### src/rtl/axi_lite_ipif_single_bar.sv
// AXI4-Lite slave to IPIF bridge for one address range (BAR0).
// Runs one transaction at a time; reads take priority over writes.
module axi_lite_ipif_single_bar #(
    parameter int C_S_AXI_DATA_WIDTH = 32,
    parameter int C_S_AXI_ADDR_WIDTH = 32,
    parameter int C_USE_WSTRB        = 0,
    parameter int C_DPHASE_TIMEOUT   = 8,
    parameter logic [C_S_AXI_ADDR_WIDTH-1:0] C_BAR0_BASEADDR = 32'hFFFFFFFF,
    parameter logic [C_S_AXI_ADDR_WIDTH-1:0] C_BAR0_HIGHADDR = 32'h00000000
) (
    input  logic                            S_AXI_ACLK,
    input  logic                            S_AXI_ARESETN,
    input  logic [C_S_AXI_ADDR_WIDTH-1:0]   S_AXI_AWADDR,
    input  logic                            S_AXI_AWVALID,
    output logic                            S_AXI_AWREADY,
    input  logic [C_S_AXI_DATA_WIDTH-1:0]   S_AXI_WDATA,
    input  logic [C_S_AXI_DATA_WIDTH/8-1:0] S_AXI_WSTRB,
    input  logic                            S_AXI_WVALID,
    output logic                            S_AXI_WREADY,
    output logic [1:0]                      S_AXI_BRESP,
    output logic                            S_AXI_BVALID,
    input  logic                            S_AXI_BREADY,
    input  logic [C_S_AXI_ADDR_WIDTH-1:0]   S_AXI_ARADDR,
    input  logic                            S_AXI_ARVALID,
    output logic                            S_AXI_ARREADY,
    output logic [C_S_AXI_DATA_WIDTH-1:0]   S_AXI_RDATA,
    output logic [1:0]                      S_AXI_RRESP,
    output logic                            S_AXI_RVALID,
    input  logic                            S_AXI_RREADY,
    output logic                            Bus2IP_Clk,
    output logic                            Bus2IP_Resetn,
    output logic [C_S_AXI_ADDR_WIDTH-1:0]   Bus2IP_Addr,
    output logic                            Bus2IP_CS,
    output logic                            Bus2IP_RNW,
    output logic [C_S_AXI_DATA_WIDTH-1:0]   Bus2IP_Data,
    output logic [C_S_AXI_DATA_WIDTH/8-1:0] Bus2IP_BE,
    input  logic [C_S_AXI_DATA_WIDTH-1:0]   IP2Bus_Data,
    input  logic                            IP2Bus_RdAck,
    input  logic                            IP2Bus_WrAck,
    input  logic                            IP2Bus_Error
);
    localparam int AW = C_S_AXI_ADDR_WIDTH;
    localparam int DW = C_S_AXI_DATA_WIDTH;
    localparam int BW = C_S_AXI_DATA_WIDTH / 8;
    localparam int TW = (C_DPHASE_TIMEOUT > 1) ? $clog2(C_DPHASE_TIMEOUT) : 1;
    localparam logic [AW-1:0] MASK = C_BAR0_HIGHADDR ^ C_BAR0_BASEADDR;

    typedef enum logic [2:0] {IDLE, RD_ACC, WR_ACC, RD_RESP, WR_RESP} state_t;

    state_t          state_reg, state_next;
    logic            arready_reg, arready_next;
    logic            awready_reg, awready_next;
    logic            wready_reg, wready_next;
    logic            rvalid_reg, rvalid_next;
    logic            bvalid_reg, bvalid_next;
    logic [1:0]      rresp_reg, rresp_next;
    logic [1:0]      bresp_reg, bresp_next;
    logic [DW-1:0]   rdata_reg, rdata_next;
    logic            cs_reg, cs_next;
    logic            rnw_reg, rnw_next;
    logic [AW-1:0]   addr_reg, addr_next;
    logic [DW-1:0]   data_reg, data_next;
    logic [BW-1:0]   be_reg, be_next;
    logic [TW-1:0]   cnt_reg, cnt_next;

    logic ar_hit, aw_hit, timeout_hit;

    assign ar_hit = (S_AXI_ARADDR & ~MASK) == (C_BAR0_BASEADDR & ~MASK);
    assign aw_hit = (S_AXI_AWADDR & ~MASK) == (C_BAR0_BASEADDR & ~MASK);
    // cnt_reg holds the number of CS cycles already spent without an ack
    assign timeout_hit = (C_DPHASE_TIMEOUT > 0) && (cnt_reg == TW'(C_DPHASE_TIMEOUT - 1));

    always_comb begin
        state_next   = state_reg;
        arready_next = 1'b0;
        awready_next = 1'b0;
        wready_next  = 1'b0;
        rvalid_next  = rvalid_reg;
        bvalid_next  = bvalid_reg;
        rresp_next   = rresp_reg;
        bresp_next   = bresp_reg;
        rdata_next   = rdata_reg;
        cs_next      = cs_reg;
        rnw_next     = rnw_reg;
        addr_next    = addr_reg;
        data_next    = data_reg;
        be_next      = be_reg;
        cnt_next     = cnt_reg;
        case (state_reg)
            IDLE: begin
                if (S_AXI_ARVALID) begin
                    state_next   = RD_ACC;
                    arready_next = 1'b1;
                    addr_next    = S_AXI_ARADDR & MASK;
                    cs_next      = ar_hit;
                    rnw_next     = 1'b1;
                    be_next      = '1;
                    cnt_next     = '0;
                end else if (S_AXI_AWVALID && S_AXI_WVALID) begin
                    state_next   = WR_ACC;
                    awready_next = 1'b1;
                    wready_next  = 1'b1;
                    addr_next    = S_AXI_AWADDR & MASK;
                    data_next    = S_AXI_WDATA;
                    be_next      = (C_USE_WSTRB != 0) ? S_AXI_WSTRB : '1;
                    cs_next      = aw_hit;
                    rnw_next     = 1'b0;
                    cnt_next     = '0;
                end
            end
            RD_ACC: begin
                // CS low in an access state means the address missed BAR0
                if (!cs_reg) begin
                    rvalid_next = 1'b1;
                    rresp_next  = 2'b11;
                    rdata_next  = '0;
                    state_next  = RD_RESP;
                end else if (IP2Bus_RdAck) begin
                    rvalid_next = 1'b1;
                    rresp_next  = IP2Bus_Error ? 2'b10 : 2'b00;
                    rdata_next  = IP2Bus_Data;
                    cs_next     = 1'b0;
                    state_next  = RD_RESP;
                end else if (timeout_hit) begin
                    rvalid_next = 1'b1;
                    rresp_next  = 2'b10;
                    rdata_next  = '0;
                    cs_next     = 1'b0;
                    state_next  = RD_RESP;
                end else begin
                    cnt_next = cnt_reg + 1'b1;
                end
            end
            WR_ACC: begin
                if (!cs_reg) begin
                    bvalid_next = 1'b1;
                    bresp_next  = 2'b11;
                    state_next  = WR_RESP;
                end else if (IP2Bus_WrAck) begin
                    bvalid_next = 1'b1;
                    bresp_next  = IP2Bus_Error ? 2'b10 : 2'b00;
                    cs_next     = 1'b0;
                    state_next  = WR_RESP;
                end else if (timeout_hit) begin
                    bvalid_next = 1'b1;
                    bresp_next  = 2'b10;
                    cs_next     = 1'b0;
                    state_next  = WR_RESP;
                end else begin
                    cnt_next = cnt_reg + 1'b1;
                end
            end
            RD_RESP: begin
                if (S_AXI_RREADY) begin
                    rvalid_next = 1'b0;
                    state_next  = IDLE;
                end
            end
            WR_RESP: begin
                if (S_AXI_BREADY) begin
                    bvalid_next = 1'b0;
                    state_next  = IDLE;
                end
            end
            default: state_next = IDLE;
        endcase
    end

    always_ff @(posedge S_AXI_ACLK or negedge S_AXI_ARESETN) begin
        if (!S_AXI_ARESETN) begin
            state_reg   <= IDLE;
            arready_reg <= 1'b0;
            awready_reg <= 1'b0;
            wready_reg  <= 1'b0;
            rvalid_reg  <= 1'b0;
            bvalid_reg  <= 1'b0;
            rresp_reg   <= 2'b00;
            bresp_reg   <= 2'b00;
            rdata_reg   <= '0;
            cs_reg      <= 1'b0;
            rnw_reg     <= 1'b1;
            addr_reg    <= '0;
            data_reg    <= '0;
            be_reg      <= '0;
            cnt_reg     <= '0;
        end else begin
            state_reg   <= state_next;
            arready_reg <= arready_next;
            awready_reg <= awready_next;
            wready_reg  <= wready_next;
            rvalid_reg  <= rvalid_next;
            bvalid_reg  <= bvalid_next;
            rresp_reg   <= rresp_next;
            bresp_reg   <= bresp_next;
            rdata_reg   <= rdata_next;
            cs_reg      <= cs_next;
            rnw_reg     <= rnw_next;
            addr_reg    <= addr_next;
            data_reg    <= data_next;
            be_reg      <= be_next;
            cnt_reg     <= cnt_next;
        end
    end

    assign S_AXI_ARREADY = arready_reg;
    assign S_AXI_AWREADY = awready_reg;
    assign S_AXI_WREADY  = wready_reg;
    assign S_AXI_RVALID  = rvalid_reg;
    assign S_AXI_RRESP   = rresp_reg;
    assign S_AXI_RDATA   = rdata_reg;
    assign S_AXI_BVALID  = bvalid_reg;
    assign S_AXI_BRESP   = bresp_reg;
    assign Bus2IP_Clk    = S_AXI_ACLK;
    assign Bus2IP_Resetn = S_AXI_ARESETN;
    assign Bus2IP_Addr   = addr_reg;
    assign Bus2IP_CS     = cs_reg;
    assign Bus2IP_RNW    = rnw_reg;
    assign Bus2IP_Data   = data_reg;
    assign Bus2IP_BE     = be_reg;
endmodule

### config.mk
export PLATFORM = sky130hd
export DESIGN_NAME = axi_lite_ipif_single_bar
export DESIGN_NICKNAME = d
export VERILOG_FILES = /design/src/rtl/axi_lite_ipif_single_bar.sv
export SDC_FILE = /design/constraint.sdc
export NUM_CORES = 1
export LEC_CHECK = 0
export BUFFER_PORTS_ARGS = -buffer_cell sky130_fd_sc_hd__buf_2
export CORE_UTILIZATION = 25
export DETAILED_ROUTE_END_ITERATION = 8
export GPL_ROUTABILITY_DRIVEN = 0
export RECOVER_POWER = 25
export SLEW_MARGIN = 20
export SYNTH_ARGS = -nofsm -noshare
export SYNTH_HDL_FRONTEND = slang
export SYNTH_SLANG_ARGS = --single-unit
### constraint.sdc
create_clock -name S_AXI_ACLK -period 2.75 [get_ports S_AXI_ACLK]
set_clock_uncertainty 0.1 [all_clocks]
set_input_delay 0.1375 -clock S_AXI_ACLK [delete_from_list [all_inputs] [get_ports S_AXI_ACLK]]
set_output_delay 0.1375 -clock S_AXI_ACLK [all_outputs]
set_load 0.05 [all_outputs]
[Word-level counts from Yosys, hierarchy flattened]
Cells that the tools add are included.
Word-level totals
  flip-flop bits (word level): 116
  output and inout port bits: 113
  input bits: 142
Cells by class
  reductions and logical operators: 15
  bitwise gates (word level): 1
  equality and inequality tests: 16
  $add $sub $neg: 1
  muxes and demuxes: 56
Operator list (number)
  two-way mux 32 bit: 5
  two-way mux 3 bit: 17
  two-way mux 1 bit: 21
  case mux 3 bit (5 select lines): 1
  two-way mux 2 bit: 6
  inequality test 2 bit, second input constant: 6
  case mux 3 bit (3 select lines): 1
  AND reduction 3 bit: 3
  two-way mux 4 bit: 2
  inequality test 4 bit, second input constant: 2
  AND reduction 2 bit: 4
  equality test 3 x 2 -> 1 bit, second input constant: 2
  equality test 3 bit, second input constant: 2
  inequality test 3 x 2 -> 1 bit, second input constant: 2
  AND reduction 6 bit: 1
  nonzero test 2 bit: 3
  AND reduction 5 bit: 1
  case mux 1 bit (2 select lines): 2
  adder 3 x 1 -> 3 bit, second input constant: 1
  equality test 3 x 1 -> 1 bit, second input constant: 1
  logical NOT 3 bit: 1
  inequality test 3 bit, second input constant: 1
  case mux 1 bit (3 select lines): 1
  nonzero test 3 bit: 1
  2 further kinds: 2

[Logic depth before layout (Yosys ltp)]
  word-level depth: 5
  depth in mapped cells: 8

==> results.tsv <==
metric	value	unit
max_freq	458	MHz
die_w	142	um
rsz0062_at_grt	false	
num-fill-cells	1810	
die_area	20100	um^2
hold_path.class	in2async	
cts_tree	done	
drtAntennaViolNets	0	
dr.pass1.iters	4	
syn-cell-area	4870	um^2
final.setup.tns	0	ns
fin_nets	976	
synth_enable_flop_cells	0	
grt.total_usage	14.8	%
post-cts-setup-buffers	0	
async_reset_ff_share	100	%
cts_resized	0	
regArea	2830	um^2
io_pins	255	
core	18900	um^2
pre_cts_ws	0.576	ns
status	complete, no violations	
hold_viol	0	
synth.net_count	594	
worstSetupEndpointType	flop	
cap_violations	0	
grt_start_max_net_pins	68	
ys_types	38	
grt.overflow.total	0	
initial_core_util	25.8	%
grt_pass1_wl	22800	um
rows	50	
fin_crit	2.18	ns
synth_area_leaders	dfrtp_1, mux2_2, mux2i_1, nand2_1, a21oi_1	
setup-violations-final	0	
leakage	0.00411	uW
wl	14200	um
max_slew_margin	2.47	%
grt_pass1_vias	4717	
yosys_warnings	0	
setup_slack	0.568	ns
synth_top_flop_cell	dfrtp_1	
cellPowerDensity	1260	nW/um^2
route.detailed.drc	0	
fin_crit_sh	79.3	%
worst_slew_pin_slew	1.46	ns
syn_area_per_cell	10.8	um^2
cp.arrival	2.47	ns
yosys.area.top_type_share	57.5	%
io_buffer_count	250	
drt-initial-drc-count	117	
clkLatencyLatePin	0.51	ns
drt-wirelength-per-cell	12.9	um
vias_per_cell	4.16	
syn_inst	450	
diodes	0	
synth_seq_area_share	58.0	%
cts.clk_slew.worst_paths	0.05	ns
post_route_cells_drive_above_1_share	39.4	%
die_h	142	um
yosys.area.top_type	dfrtp_1	
vias	4599	
peakVddDrop	0.712	mV
antenna_found_initial	0	
multiInputGateArea	1830	um^2
critPathRequiredTime	3.04	ns
place_hpwl	8660	um
areaGrowthSynthToFinish	72.1	%
start_kind	flop	
drv_slew	0	
crit_type	reg2reg	
cp_max_fo	33	
regToRegSetupSlack	0.57	ns
ys_ff_latch	113	
[cell type report]
cell class | count | area share (%)
Clock buffer | 27 | 6.89
Clock inverter | 9 | 1.25
Inverter | 5 | 0.224
Multi-Input combinational cell | 297 | 21.8
Sequential cell | 113 | 33.7
Tap cell | 260 | 3.88
Timing Repair Buffer | 394 | 32.2
[critical path, cell delays in order (launching register included)]
cell	delay, ns
dfrtp_1	0.52
or3_4	0.49
nor3_4	0.16
buf_4	0.39
mux2_2	0.39
[layout by cell type, fill, tap and decap left out, types with 2 or more instances in the layout]
cell / n
clkinv_2: 4
dfrtp_1: 112
mux2i_1: 35
clkbuf_8: 5
o21ai_1: 7
nand2_1: 79
buf_2: 249
and2_1: 2
nor2b_1: 3
ha_1: 2
inv_1: 5
buf_12: 2
nor2_1: 36
clkbuf_16: 20
bufinv_16: 2
nand3_1: 2
buf_4: 6
o41ai_1: 2
nand2b_1: 3
dlygate4sd3_1: 137
a21oi_1: 41
mux2_2: 33
clkinv_4: 2
o21ai_0: 34
[synth_stat cells, types with 2 or more instances]
master and n:
o21ai_0 34, o41ai_1 2, ha_1 2, mux2i_1 35, nand3_1 2, mux2_2 33
a21oi_1 41, o21ai_1 7, dfrtp_1 112, buf_1 4, buf_4 8, buf_2 10
buf_6 4, nand2_1 79, clkbuf_1 9, nand2b_1 3, nor2_1 37, and2_1 2
inv_1 5, nor2b_1 3
[worst paths after layout]
check                                     from              end  depth (start not counted)
worst max-delay path              state_reg[0]  Bus2IP_Data[30]                          4
worst min-delay path             S_AXI_ARESETN  Bus2IP_Data[21]                          2
max in group asynchronous        S_AXI_ARESETN   S_AXI_RDATA[3]                          3
min in group S_AXI_ACLK          S_AXI_AWVALID     S_AXI_WREADY                          4
worst min register to register  S_AXI_RDATA[4]   S_AXI_RDATA[4]                          2
worst max register to register    state_reg[0]  Bus2IP_Data[30]                          4
[what timing repair did]
item	in CTS	in global routing
hold endpoints to repair	220	0
setup endpoints to repair	0	0
hold buffers	137	0
[metal layers]
metal,vias up,track usage [%],routed length (um)
met5,-,0,0
met4,0,8.49,298
met3,22,3.51,737
met2,165,27.0,7530
met1,2121,15.6,5650
li1,2291,-,-
[per-stage QoR]
| step | total power [uW] | cell area, um^2 | std cells | utilization (%) | hold WS, ns |
|---|---|---|---|---|---|
| final | 10600 | 8390 | 1105 | 44.4 | 0.0272 |
| after global routing | 11100 | 8390 | 1105 | 44.4 | 0.0461 |
| after CTS | 10700 | 8400 | 1105 | 44.5 | 0.0212 |
| after detailed placement | 8020 | 6350 | 933 | 33.6 | 0.00950 |
| after global placement | 7960 | 6350 | 933 | 33.6 | 0.0121 |
| after floorplan | 6800 | 4870 | 450 | - | -0.258 |
[logic make-up after synthesis]
logic type | count (synthesis) | synth area share, %
adder cells (fa/ha/maj) | 2 | 0.513
AND/OR/NAND/NOR | 135 | 11.9
flip-flops | 113 | 58.0
XOR/XNOR | 1 | 0.180
multiplexers | 68 | 14.8
AO/OA/AOI/OAI | 91 | 10.0
buffers and inverters | 40 | 4.57
[power breakdown]
| part | switching [uW] | internal [uW] | total [uW] |
|---|---|---|---|
| logic | 3850 | 1380 | 5230 |
| clock network | 842 | 1650 | 2490 |
| registers | 416 | 2440 | 2850 |
Note: power is estimated with default switching activity, not from simulation.
